File: config.mk
export PLATFORM = sky130hd
export DESIGN_NAME = wide_add_sequencer
export DESIGN_NICKNAME = d
export VERILOG_FILES = /design/src/rtl/wide_add_sequencer.sv
export SDC_FILE = /design/constraint.sdc
export NUM_CORES = 1
export LEC_CHECK = 0
export CORE_ASPECT_RATIO = 1.4
export CORE_UTILIZATION = 44
export CTS_BUF_LIST = sky130_fd_sc_hd__clkbuf_8
export DETAILED_ROUTE_END_ITERATION = 7
export PLACE_DENSITY = 0.78
export SETUP_SLACK_MARGIN = 0.2
export SLEW_MARGIN = 20
export SYNTH_ARGS = -nofsm -noshare
export SYNTH_HDL_FRONTEND = slang
export SYNTH_SLANG_ARGS = --single-unit
File: constraint.sdc
create_clock -name clk -period 1.85 [get_ports clk]
set_clock_uncertainty 0.1 [all_clocks]
set_input_delay 0.37 -clock clk [delete_from_list [all_inputs] [get_ports clk]]
set_output_delay 0.37 -clock clk [all_outputs]
set_load 0.02 [all_outputs]
File: src/rtl/wide_add_sequencer.sv
// Sequences a W-bit add through an external 8-bit adder, one byte per cycle, LSB first.
// Optional subtract mode (in_sub port) is enabled by defining WIDE_ADD_SUB_EN.
module wide_add_sequencer #(
    parameter int unsigned NBYTES = 4
) (
    input  logic                  clk,
    input  logic                  rst,
    input  logic                  in_valid,
    output logic                  in_ready,
    input  logic [8*NBYTES-1:0]   in_a,
    input  logic [8*NBYTES-1:0]   in_b,
    input  logic                  in_cin,
`ifdef WIDE_ADD_SUB_EN
    input  logic                  in_sub,
`endif
    output logic [7:0]            add_a,
    output logic [7:0]            add_b,
    output logic                  add_cin,
    input  logic [7:0]            add_sum,
    input  logic                  add_cout,
    output logic                  out_valid,
    input  logic                  out_ready,
    output logic [8*NBYTES-1:0]   out_sum,
    output logic                  out_cout
);

    localparam int unsigned W     = 8 * NBYTES;
    localparam int unsigned IDX_W = (NBYTES > 1) ? $clog2(NBYTES) : 1;
    localparam logic [IDX_W-1:0] LAST_IDX = IDX_W'(NBYTES - 1);

    typedef enum logic [1:0] {
        IDLE = 2'd0,
        RUN  = 2'd1,
        DONE = 2'd2
    } state_t;

    state_t           state_q, state_d;
    logic [IDX_W-1:0] idx_q, idx_d;
    logic             carry_q, carry_d;
    logic             sub_q, sub_d;
    logic [W-1:0]     a_q, a_d;
    logic [W-1:0]     b_q, b_d;
    logic [W-1:0]     sum_q, sum_d;
    logic [7:0]       a_byte, b_byte;
    logic             sub_in;

`ifdef WIDE_ADD_SUB_EN
    assign sub_in = in_sub;
`else
    assign sub_in = 1'b0;
`endif

    // Byte select toward the external adder; kept apart from the FSM so add_sum feedback is acyclic.
    always_comb begin
        a_byte  = 8'd0;
        b_byte  = 8'd0;
        for (int unsigned i = 0; i < NBYTES; i++) begin
            if (idx_q == IDX_W'(i)) begin
                a_byte = a_q[8*i +: 8];
                b_byte = b_q[8*i +: 8];
            end
        end
        add_a   = 8'd0;
        add_b   = 8'd0;
        add_cin = 1'b0;
        if (state_q == RUN) begin
            add_a   = a_byte;
            add_b   = sub_q ? ~b_byte : b_byte;
            add_cin = carry_q;
        end
    end

    always_ff @(posedge clk) begin
        if (rst) begin
            state_q <= IDLE;
            idx_q   <= '0;
            carry_q <= 1'b0;
            sub_q   <= 1'b0;
            a_q     <= '0;
            b_q     <= '0;
            sum_q   <= '0;
        end else begin
            state_q <= state_d;
            idx_q   <= idx_d;
            carry_q <= carry_d;
            sub_q   <= sub_d;
            a_q     <= a_d;
            b_q     <= b_d;
            sum_q   <= sum_d;
        end
    end

    always_comb begin
        state_d   = state_q;
        idx_d     = idx_q;
        carry_d   = carry_q;
        sub_d     = sub_q;
        a_d       = a_q;
        b_d       = b_q;
        sum_d     = sum_q;
        in_ready  = 1'b0;
        out_valid = 1'b0;
        unique case (state_q)
            IDLE: begin
                in_ready = 1'b1;
                if (in_valid) begin
                    a_d     = in_a;
                    b_d     = in_b;
                    sub_d   = sub_in;
                    // Subtract is A + ~B + 1, so the seed carry is forced high.
                    carry_d = sub_in ? 1'b1 : in_cin;
                    idx_d   = '0;
                    state_d = RUN;
                end
            end
            RUN: begin
                for (int unsigned i = 0; i < NBYTES; i++) begin
                    if (idx_q == IDX_W'(i)) begin
                        sum_d[8*i +: 8] = add_sum;
                    end
                end
                carry_d = add_cout;
                if (idx_q == LAST_IDX) begin
                    state_d = DONE;
                end else begin
                    idx_d = idx_q + IDX_W'(1);
                end
            end
            DONE: begin
                out_valid = 1'b1;
                if (out_ready) begin
                    state_d = IDLE;
                end
            end
            default: state_d = IDLE;
        endcase
    end

    assign out_sum  = sum_q;
    assign out_cout = carry_q;

endmodule

---- After elaboration in Yosys (flattened, before gate mapping) ----
Index checks and enable logic that the tools add are counted.
word-level totals
  bits of input ports ..................... 78
  flip-flop bits (word level) ............. 101
  word-level logic and storage cells ...... 52
  output and inout bits ................... 52
cells by class
  eq/ne operators ......................... 9
  add/subtract/negate cells ............... 1
  reduce and logical (&&, ||, !) cells .... 11
  mux-type cells .......................... 22
operators by type and width
  kind                   count
  $mux W8                10
  $reduce_and A2 Y1      6
  $mux W2                5
  $ne A2 B2 Y1 const B   4
  $eq A2 B2 Y1 const B   3
  $pmux W2 S3            1
  $reduce_and A3 Y1      2
  $eq A2 B1 Y1 const B   2
  $logic_not A2 Y1       2
  $mux W1                4
  $pmux W2 S2            1
  $add A2 B1 Y2 const B  1
  $pmux W1 S2            1
  $reduce_bool A2 Y1     1

---- Longest topological paths before layout ----
Gate-level depths: netlist of the first run.
  depth in word-level cells ............... 6
  gate-level depth with buffers ........... 8
  mapped depth without buffers ............ 5

---- Worst setup path after synthesis of the first run ----
Ideal clock, no wire load.
  kind .................................... register to output
  from .................................... register idx_q[1]
  to ...................................... output port add_b[0]
  path buffers ............................ 2
  path slack .............................. -0.435 ns
  arrival time ............................ 1.815 ns
  required time ........................... 1.380 ns
  stages on the path, launching flop included .. 8
  cell sequence ........................... dfxtp_1 inv_1 ha_1 buf_2 nor2b_4 buf_6 a221oi_1 o41ai_1
on the way
  cells in the longest elaborated chain, start to end .. 6
  elaborated cells between the ends (all ways) .. 9
  classes of those cells .................. eq/ne: 3; mux: 5; reduce/logical: 1
RTL lines
  item                    RTL line  text
  from (decl)             38        logic [IDX_W-1:0] idx_q, idx_d;
  from (signal assigned)  84        idx_q <= idx_d;
  $logic_not A2 Y1        58        if (idx_q == IDX_W'(i)) begin
  $mux W8 (3 in a row)    58
  $mux W8 *               58
  $mux W8 *               66        if (state_q == RUN) begin
  to (decl)               17        output logic [7:0] add_b,
Every way passes the cells marked *; elsewhere a longest branch is shown, timed or not.

---- Worst setup path in the final report of the first run ----
  from .................................... register idx_q[1]
  to ...................................... output port add_a[6]
on the way
  cells in the longest elaborated chain, start to end .. 6
  elaborated cells between the ends (all ways) .. 9
  classes of those cells .................. eq/ne: 3; mux: 5; reduce/logical: 1
RTL lines
  item                  RTL line  text
  $logic_not A2 Y1      58
  $mux W8 (3 in a row)  58
  $mux W8 *             58
  $mux W8 *             66
  to (decl)             16        output logic [7:0] add_a,
Marked as above.

==> summary.txt, run 1 <==
Status
  • Status: finished with violations
  • Failing checks: DRC, setup timing

Logic synthesis
  • Gate Count Post-Synth: 537
  • Mean post-synth cell area: around 8.3 um2
  • Share of the synthesized area in the top cell type: 45.59%
  • Syn Std Cell Area: 4436 um2
  • Post-Syn Nets: 619
  • Cell taking the most area after synthesis: dfxtp_1
  • Ys Warns: 0
  • Yosys reg bits: between 100 and 150
  • Top post-synthesis cells by area: dfxtp_1 (46%), nand2_1 (14%), a21oi_1 (11%)
  • Synth unique cells: 28
  • Sequential area share after synthesis: 45.59%

Place
  • Placed cell areas: 6191 um2
  • Dpl ws: -0.6410 ns
  • HPWL after detailed placement: 8.850 mm
  • I/O Buffers: 129
  • Gpl congestion: 0.8175

Timing
  • Setup violators final: 17
  • Min Tclk post-route: 2.446 ns
  • RSZ-0062 raised after global routing: true
  • Period utilization: 132.2%
  • Post-route setup slack: -0.5963 ns
  • Worst hold slack: 0.3560 ns
  • Final Slew Violations: 0
  • Final Hold Vio Count: 0
  • Worst slew margin: 67.50%
  • Max Fclk: 408.8 MHz
  • Worst slew pin tran: roughly 0.49 ns

Pwr
  • Peak VDD IR: roughly 0.00051 V
  • Sw power: 1.543 mW
  • Cell Int Power: 3.835 mW
  • Switching share of total power: 28.70%
  • Comb power frac: 22.3%
  • Clock power frac: 33.2%
  • Flop pwr share: 44.5%
  • Pleak: 2.923 nW
  • Power per Cell Area: 721.8 nW/um2

Clock network
  • CTS HTree Levels: 3
  • CTS root buf: clkbuf_8
  • Clk sinks: approximately 100
  • Clk_lat worst skew: 0.39 ns
  • Clock Pin Slew Worst Setup and Hold Paths: 0.10 ns
  • CTS Buffer Depth: 2
  • CTS tree: yes
  • Post-CTS Hold Buffers: 0
  • Total CTS buffers: 9

Final layout
  • Nets: 762
  • Area Growth Syn to Fin: 67.98%
  • Most frequent cells in the layout: nand2_1 (104), dfxtp_1 (97), clkdlybuf4s50_1 (76)
  • Diodes inserted: 0
  • Fin util: about three quarters
  • Fraction of layout cells with a size suffix above 1: approximately 35%
  • Most common cell after layout, fill and taps aside: nand2_1
  • Final Cell Area: approximately 7500 um2

Floorplanning
  • Die X: 86.86 um
  • I/O pins: 130
  • Core area: 9846 um2
  • Chip Height: 120.8 um
  • Die Area: 10,490 um2
  • Cell row count: 43
  • Starting Density: a little under half

Global route
  • GR Util All Layers: 25.07%
  • Vias in the first global route: around 4,300
  • Antenna violations before repair: 0
  • Congestion Overflow GR: 0
  • First-pass GRT wire length: 20.32 mm
  • Pin count of the biggest net entering global routing: 69

Setup path
  • CP Class: flip-flop to primary output
  • CP required: 1.38 ns
  • WP data arrival: about 2.0 ns
  • Crit. End Element: primary output
  • Worst-path fanout max: 13
  • Worst Setup Start Kind: flip-flop

Routing
  • DR iter-0 viols: 332
  • Drt total wl: 16.39 mm
  • Number of remaining DRC errors: 2
  • Pre-antenna DRT Iters: 7
  • Vias post-DR: 4,740
  • Drt wl/cell: 19.99 um
  • Final ANT Viol Nets: 0
  • Vias per Instance: 5.780

Run
  • Max-Cap Viols: 0

Worst hold path
  • Worst Hold Class: flip-flop to flip-flop
metrics by stage:
step / cells / total power, mW / setup TNS (ns)
3_3_place_gp: 783 / 3.240 / -14.48
4_1_cts: 805 / 5.062 / -8.067
3_5_place_dp: 783 / 3.266 / -15.85
5_1_grt: 820 / 5.516 / -9.489
6_report: 820 / 5.378 / -8.820
2_1_floorplan: 537 / 2.899 / -0.8682
sequential cells by signal (all words and copies together), names as in the netlist:
name	flops
a_q	32
b_q	32
idx_q	2
out_cout	1
out_sum	32
state_q	2
metal layers:
layer / up-vias / wire length [um] / track usage [%]
li1: 2136 / - / -
met1: 2290 / 5985 / 28.71
met2: 253 / 8554 / 44.98
met3: 61 / 1026 / 4.027
met4: 0 / 827 / 11.15
met5: - / 0 / 0
final timing paths:
| path | from | to | depth (start not counted) | slack (ns) |
|---|---|---|---|---|
| min reg2reg | out_sum[12] | out_sum[12] | 2 | 0.36 |
| max | idx_q[1] | add_a[6] | 6 | -0.60 |
| min | out_sum[12] | out_sum[12] | 2 | 0.36 |
| max reg2reg | state_q[1] | out_cout | 8 | -0.01 |
cell usage after synthesis:
cell type and number:
nand2_1 160, dfxtp_1 101, a21oi_1 99, nand3_1 50, clkbuf_1 20, nor2b_1 18, buf_6 13, buf_2 10
o41ai_2 10, a221oi_1 8, a221oi_2 8, buf_4 7, o41ai_1 6, ha_1 4, nand3b_1 4, inv_1 3
nor2_1 3, nor3_1 2, o211ai_1 2, and2_1 1, buf_12 1, mux2i_1 1, nand2b_1 1, nand2b_4 1
nor2b_4 1, nor3b_2 1, nor4_1 1, or3b_1 1
cell families after synthesis:
kind of cell	after synthesis	share of synthesized area [%]
buf+inv	54	8.011
flops	101	45.59
compound gates	133	20.65
simple gates	244	24.40
fa+ha+maj	4	1.128
mux	1	0.2257
power by group through the flow:
stage | clock [mW] | sequential [mW] | combinational, mW
after floorplan | 0 | 2.40 | 0.500
after global placement | 0 | 2.39 | 0.847
after detailed placement | 0 | 2.40 | 0.869
after CTS | 1.75 | 2.36 | 0.955
after global routing | 1.86 | 2.40 | 1.25
final | 1.79 | 2.39 | 1.20
worst max-delay path, cell delays in order, from the launching register on:
cell and delay, ns:
dfxtp_2 0.34, buf_4 0.15, ha_2 0.22, buf_12 0.17, nor2b_1 0.18, o41ai_4 0.34
buf_4 0.20
layout make-up:
cell class	count	area, um2
multi-input combinational	383	2992
timing repair buffer	182	1987
inverter	3	13.76
fill	634	2395
sequential	101	2032
clock buffer	11	151.4
tap	135	168.9
clock inverter	5	106.4
repair_timing:
action	4_1_cts	5_1_grt
setup buffers	4	5
resized for setup	168	151
setup endpoints to repair	135	56
pin swaps	6	57
gates cloned	2	10
No activity file was read; power rests on OpenSTA's default activity.
==> run 2: changes to the inputs <==
PLACE_DENSITY = not set   (was 0.78)
PLACE_DENSITY_LB_ADDON = 0.05   (was not set)
==> summary.txt, run 2 (synthesized netlist as in run 1, its figures left out) <==
Status
  • Status: finished with violations
  • Failing checks: setup timing

Final layout
  • Final Non-Filler Cells: 824 (+0.49%)
  • Diodes inserted: 0 (unchanged)
  • Nets: 768 (+0.79%)
  • Most common cell after layout, fill and taps aside: nand2_1
  • Final Cell Area: 7625 um2 (+2.3%)
  • Most frequent cells in the layout: nand2_1 (99), dfxtp_1 (97), clkdlybuf4s50_1 (76)
  • Fraction of layout cells with a size suffix above 1: 38.61% (+4.0 points)
  • Fin util: 77.44% (+1.8 points)
  • Area Growth Syn to Fin: 71.90%

Setup path
  • Worst Setup Start Kind: flip-flop
  • WP data arrival: 1.89 ns (-0.09 ns)
  • Critical-path top delay cell: dfxtp_4
  • Critical path cell sequence: inv_4, ha_4, nor2b_4, buf_12, buf_12, a221oi_4, o41ai_4, buf_4
  • RR Startpoint: state_q[1]
  • CP Class: flip-flop to primary output
  • Worst-path fanout max: 8 (-5)
  • CP required: 1.38 ns (about the same)
  • Worst path most repeated cell: buf_12
  • Crit. End Element: primary output
  • Worst setup path startpoint: idx_q[0]
  • Crit-path max cell delay: 0.39 ns (+0.05 ns)

Clock network
  • CTS tree: yes
  • Post-CTS Hold Buffers: 0 (unchanged)
  • CTS HTree Levels: 3 (unchanged)
  • Total CTS buffers: 9 (unchanged)
  • Clk sinks: 101 (unchanged)
  • CTS root buf: clkbuf_8
  • Clock Pin Slew Worst Setup and Hold Paths: 0.08 ns (-0.02 ns)
  • Clk_lat worst skew: 0.36 ns (-0.03 ns)
  • CTS Buffer Depth: 2 (unchanged)

Timing
  • RSZ-0062 raised after global routing: true
  • Setup violators final: 16 (-1)
  • Final Hold Vio Count: 0 (unchanged)
  • Worst slew margin: 54.41% (-13 points)
  • Worst slew pin tran: 0.6839 ns (+0.1964 ns)
  • Post-route setup slack: -0.5149 ns (+0.08134 ns)
  • Worst hold slack: 0.3523 ns (-0.003747 ns)
  • Final Slew Violations: 0 (unchanged)
  • Period utilization: 127.8% (-4.4 points)
  • Min Tclk post-route: 2.365 ns (-0.08134 ns)
  • Max Fclk: 422.8 MHz (+3.4%)

Pwr
  • Total power: 4.938 mW (-8.2%)
  • Comb power frac: 25.2% (+2.9 points)
  • Cell Int Power: 3.517 mW (-8.3%)
  • Pleak: 3.084 nW (+5.5%)
  • Peak VDD IR: 0.0004642 V (-8.8%)
  • Sw power: 1.421 mW (-7.9%)
  • Switching share of total power: 28.78% (+0.089 points)
  • Flop pwr share: 47.7% (+3.2 points)
  • Clock power frac: 27.1% (-6.1 points)
  • Power per Cell Area: 647.6 nW/um2 (-10%)

Global route
  • Pin count of the biggest net entering global routing: 45 (-35%)
  • First-pass GRT wire length: 18.70 mm (-8.0%)
  • GR Util All Layers: 23.04% (-2.0 points)
  • Congestion Overflow GR: 0 (unchanged)
  • Antenna violations before repair: 0 (unchanged)
  • Vias in the first global route: 3,853 (-10%)

Run
  • Max-Cap Viols: 0 (unchanged)

Place
  • Placed cell areas: 6279 um2 (+1.4%)
  • HPWL after detailed placement: 8.617 mm (-2.6%)
  • Placed Cells: 796 (+1.7%)
  • Gpl congestion: 0.8498 (+4.0%)
  • I/O Buffers: 129 (unchanged)

Routing
  • Drt wl/cell: 16.60 um (-17%)
  • Vias per Instance: 5.396 (-6.7%)
  • Number of remaining DRC errors: 0 (-2)
  • Vias post-DR: 4,446 (-6.2%)
  • Final ANT Viol Nets: 0 (unchanged)
  • Drt total wl: 13.68 mm (-17%)
  • DR iter-0 viols: 213 (-36%)
  • Pre-antenna DRT Iters: 5 (-2)

Floorplanning
  • Chip Height: 120.8 um (unchanged)
  • I/O pins: 130 (unchanged)
  • Cell row count: 43 (unchanged)
  • Die X: 86.86 um (unchanged)
  • Starting Density: 45.05% (unchanged)
  • Core area: 9846 um2 (unchanged)
  • Die Area: 10,490 um2 (unchanged)

Worst hold path
  • Worst Hold Class: flip-flop to flip-flop
  • Hold wc startpoint: out_sum[9]
[run 2: cell count changes in the layout (fill, tap and decap cells not counted), moves of 2 or more]
cell / before / now
nand2_4: 33 / 58
a21oi_1: 58 / 37
a21oi_2: 41 / 62
nand2_2: 23 / 3
buf_4: 31 / 41
nand2_1: 104 / 99
buf_2: 2 / 0
bufinv_16: 3 / 1
clkbuf_16: 7 / 5
inv_1: 1 / 3
[run 2: worst max-delay path: cells and delay by family, from the launching register on]
family                   cells  cell delay [ns]
buffers and inverters        4             0.51
AND/OR/NAND/NOR              1             0.12
adder cells (fa/ha/maj)      1             0.15
flip-flops                   1             0.39
AO/OA/AOI/OAI                2             0.37
[run 2: path summary, 6_finish.rpt]
| path | slack [ns] | end | cells past startpoint |
|---|---|---|---|
| setup / recovery | -0.51 | add_a[3] | 8 |
| hold / removal | 0.35 | out_sum[9] | 2 |
| setup reg to reg | 0.05 | b_q[3] | 8 |
| hold reg to reg | 0.35 | out_sum[9] | 2 |
[run 2: per-layer routing]
metal / vias up / track usage, % / routed length (um)
li1: 2137 / - / -
met1: 2149 / 27.59 / 5348
met2: 134 / 40.65 / 7408
met3: 26 / 3.549 / 568
met4: 0 / 8.958 / 355
met5: - / 0 / 0
[run 2: area by class of cell]
cell class	count	area, um2
sequential	101	2034
inverter	3	16.27
tap	135	168.9
timing repair buffer	189	2028
clock inverter	4	42.54
fill	664	2221
multi-input combinational	382	3197
clock buffer	10	137.6
[run 2: power by group through the flow]
stage	registers [mW]	clock network [mW]	logic, mW
6_report	2.35	1.34	1.24
5_1_grt	2.37	1.44	1.32
4_1_cts	2.35	1.37	0.975
3_5_place_dp	2.39	0	0.899
3_3_place_gp	2.39	0	0.884
2_1_floorplan	2.40	0	0.500
[run 2: timing repair]
action	in CTS	in global routing
resized for setup	173	205
endpoints found under the setup margin	128	51
pin swaps	7	129
cloned	1	6
hold endpoints to repair	0	0
buffers inserted	3	4
[run 2: stage by stage]
stage / setup TNS [ns] / setup WS (ns)
2_1_floorplan: -0.8682 / -0.05985
3_3_place_gp: -20.84 / -0.6306
3_5_place_dp: -21.65 / -0.6663
4_1_cts: -8.069 / -0.5241
5_1_grt: -8.691 / -0.5807
6_report: -7.764 / -0.5149
==> patch, RTL diff (config.mk and constraints of run 2) <==
Reset style: asynchronous (`rst`), changed in one clocked block.
--- a/src/rtl/wide_add_sequencer.sv
+++ b/src/rtl/wide_add_sequencer.sv
@@ -71,5 +71,5 @@
     end
 
-    always_ff @(posedge clk) begin
+    always_ff @(posedge clk or posedge rst) begin
         if (rst) begin
             state_q <= IDLE;
Check against the original RTL: differs if rst is asserted again (counterexample within 4 cycles, from zero or initial values and one cycle with rst high); with rst held inactive, the same outputs for 10 cycles.
==> patch against run 2 <==
Worst setup slack lost 25 ps. Area after synthesis shrank 2.3%. Wire length shrank 19%. Final area shrank 9.6%. Sequential cell count is the same. Final cell count shrank 28%. Maximum frequency shrank 1.0%. Critical path type unchanged. Utilization shrank 5.0 points. The flow still finishes with violations (negative setup slack). Non-clock buffer count shrank 23. Global-route usage shrank 0.32 points.
Power is not compared: it rests on default switching activity, and its combinational part moved more than twofold at a synthesized area within 25%.
==> patch: results (changes against run 2) <==
synthesis:
  ys.flop_type: "sky130_fd_sc_hd__dfrtp_1"
  postSynthAreaPerCell_um2: 14.7  # +78%
  synth_async_sr_flop_share: 1.00  # +1.00
  synth_seq_area_share: 0.583  # +0.127
  netlist_top_cells_count: "sky130_fd_sc_hd__dfrtp_1 (101), sky130_fd_sc_hd__mux2_2 (96), sky130_fd_sc_hd__o21ai_0 (19)"
  synth_fp_nets: 376  # -39%
  synth.area.top_cells: "sky130_fd_sc_hd__dfrtp_1 (58%), sky130_fd_sc_hd__mux2_2 (25%), sky130_fd_sc_hd__a221oi_1 (3.2%)"
  yosys_warnings: 0  # unchanged
  yosys.cell_types.count: 25  # -11%
grt:
  grt_start_max_net_pins: 70  # +56%
  grtUsageMet2: 0.388  # -0.0186
  number_of_global_route_vias_before_repair: 3529  # -8.4%
  first_pass_grt_wire_length_mm: 17.7  # -5.4%
  antenna_violations_before_repair: 0  # unchanged
  grt_util_met1: 0.260  # -0.0155
  grt_usage: 0.227  # -0.00317
  grtUsageMet3: 0.0638  # +0.0283
final_layout:
  final_instance_count_excl_fillers: 591  # -28%
  final_net_count: 536  # -30%
  num_antenna_cells: 0  # unchanged
  drive_gt1_frac: 0.488  # +0.102
detailed_routing:
  num_vias: 3069  # -31%
  drt-pass1-iter-count: 4  # -1
  detail-route-antenna-nets: 0  # unchanged
  routed-wl-met2_mm: 5.74  # -22%
  routedWlPerCell_um: 18.7  # +13%
  dr_wl_met3_um: 701  # +23%
  met1_length_mm: 4.37  # -18%
  initialDrtViolationCount: 135  # -37%
cts:
  clockBufferDepth: 2  # unchanged
  numCtsBuffers: 9  # unchanged
  postCtsHoldBufs: 0  # unchanged
  path_clk_slew_ps: 90
  number_of_h_tree_levels: 3  # unchanged
  root_buffer: "sky130_fd_sc_hd__clkbuf_8"
  clock_insertion_delay_worst_skew_ps: 360  # about the same
hold_path:
  holdCritPathClass: "input pin to asynchronous set/reset pin"
status:
  status: "complete, but fails checks"
  failing_checks: "negative setup slack"
setup_path:
  crit_path_max_fanout: 10  # +2
  crit_arrival_ps: 1920  # +30 ps
placed_design:
  detailed_place_hpwl_mm: 7.38  # -14%
  port-buffer-count: 129  # unchanged
  gpl.final_weighted_congestion: 0.750  # -12%
  dp_cells: 564  # -29%
timing:
  report.final.setup_viol: 17  # +1
  finalSetupTns_ps: -8250  # -486 ps
  slack_of_the_critical_path_ps: -540  # -24.8 ps
  max_slew.worst_pin.slew_ps: 401  # -283 ps
power_and_ir_drop:
  worst_ir_drop_vdd_uv: 953
patch: cell types whose count changed after synthesis, moves of 10 or more:
cell	change
sky130_fd_sc_hd__dfxtp_1	-101
sky130_fd_sc_hd__o2bb2ai_1	+16
sky130_fd_sc_hd__nor2b_1	-15
sky130_fd_sc_hd__nand3_1	-50
sky130_fd_sc_hd__clkbuf_1	-17
sky130_fd_sc_hd__dfrtp_1	+101
sky130_fd_sc_hd__mux2_2	+96
sky130_fd_sc_hd__a21oi_1	-99
sky130_fd_sc_hd__nand2_1	-158
sky130_fd_sc_hd__o21ai_0	+19
sky130_fd_sc_hd__o41ai_2	-10
patch: final cells by class:
type / count / area [um^2]
Clock inverter: 5 / 36.3
Multi-Input combinational cell: 171 / 2250
Timing Repair Buffer: 166 / 1730
Inverter: 5 / 32.5
Tap cell: 132 / 165
Clock buffer: 11 / 151
Fill cell: 642 / 2620
Sequential cell: 101 / 2530
patch: path summary, 6_finish.rpt:
path | start | to | slack (ps) | depth (start not counted)
worst max-delay path | idx_q[1] | add_a[3] | -540 | 6
worst min-delay path | rst | b_q[27] | 360 | 3
worst max register to register | state_q[1] | b_q[14] | 40 | 6
worst min register to register | out_sum[23] | out_sum[23] | 400 | 1
max in group asynchronous | rst | out_sum[9] | 950 | 3
min in group clk | out_sum[23] | out_sum[23] | 400 | 1
patch: worst max-delay path, stage by stage, from the launching register on:
cell and delay [ps]:
sky130_fd_sc_hd__dfrtp_1 450, sky130_fd_sc_hd__buf_4 160, sky130_fd_sc_hd__ha_1 270, sky130_fd_sc_hd__buf_8 210
sky130_fd_sc_hd__a221oi_4 220, sky130_fd_sc_hd__o2bb2ai_2 110, sky130_fd_sc_hd__buf_6 140
patch: logic make-up after synthesis:
family,after synthesis,share of synthesized area
AO/OA/AOI/OAI,54,0.0915
adder cells (fa/ha/maj),4,0.0115
buffers and inverters,22,0.0367
flip-flops,101,0.583
multiplexers,96,0.249
AND/OR/NAND/NOR,17,0.0277
patch: timing repair:
item | in CTS | in global routing
cloned | 1 | 0
resized for setup | 222 | 41
buffers inserted | 8 | 2
endpoints found under the hold margin | 0 | 0
pin swaps | 8 | 6
setup endpoints to repair | 129 | 117
patch: stage by stage:
step                      cell area, um^2  power, mW  hold WS, ps  setup slack (ps)
after CTS                            6680       12.8          374              -549
after global placement               6100       10.3          385              -660
after detailed placement             6100       10.4          389              -729
after global routing                 6890       14.0          388              -615
final                                6890       13.3          358              -540
after floorplan                      4510       7.90          356             -21.8
patch: report_power, final:
group          internal, mW  total, mW  switching (mW)
logic                  4.23       7.79            3.55
clock network         0.563       1.32           0.754
registers              3.35       4.17           0.815
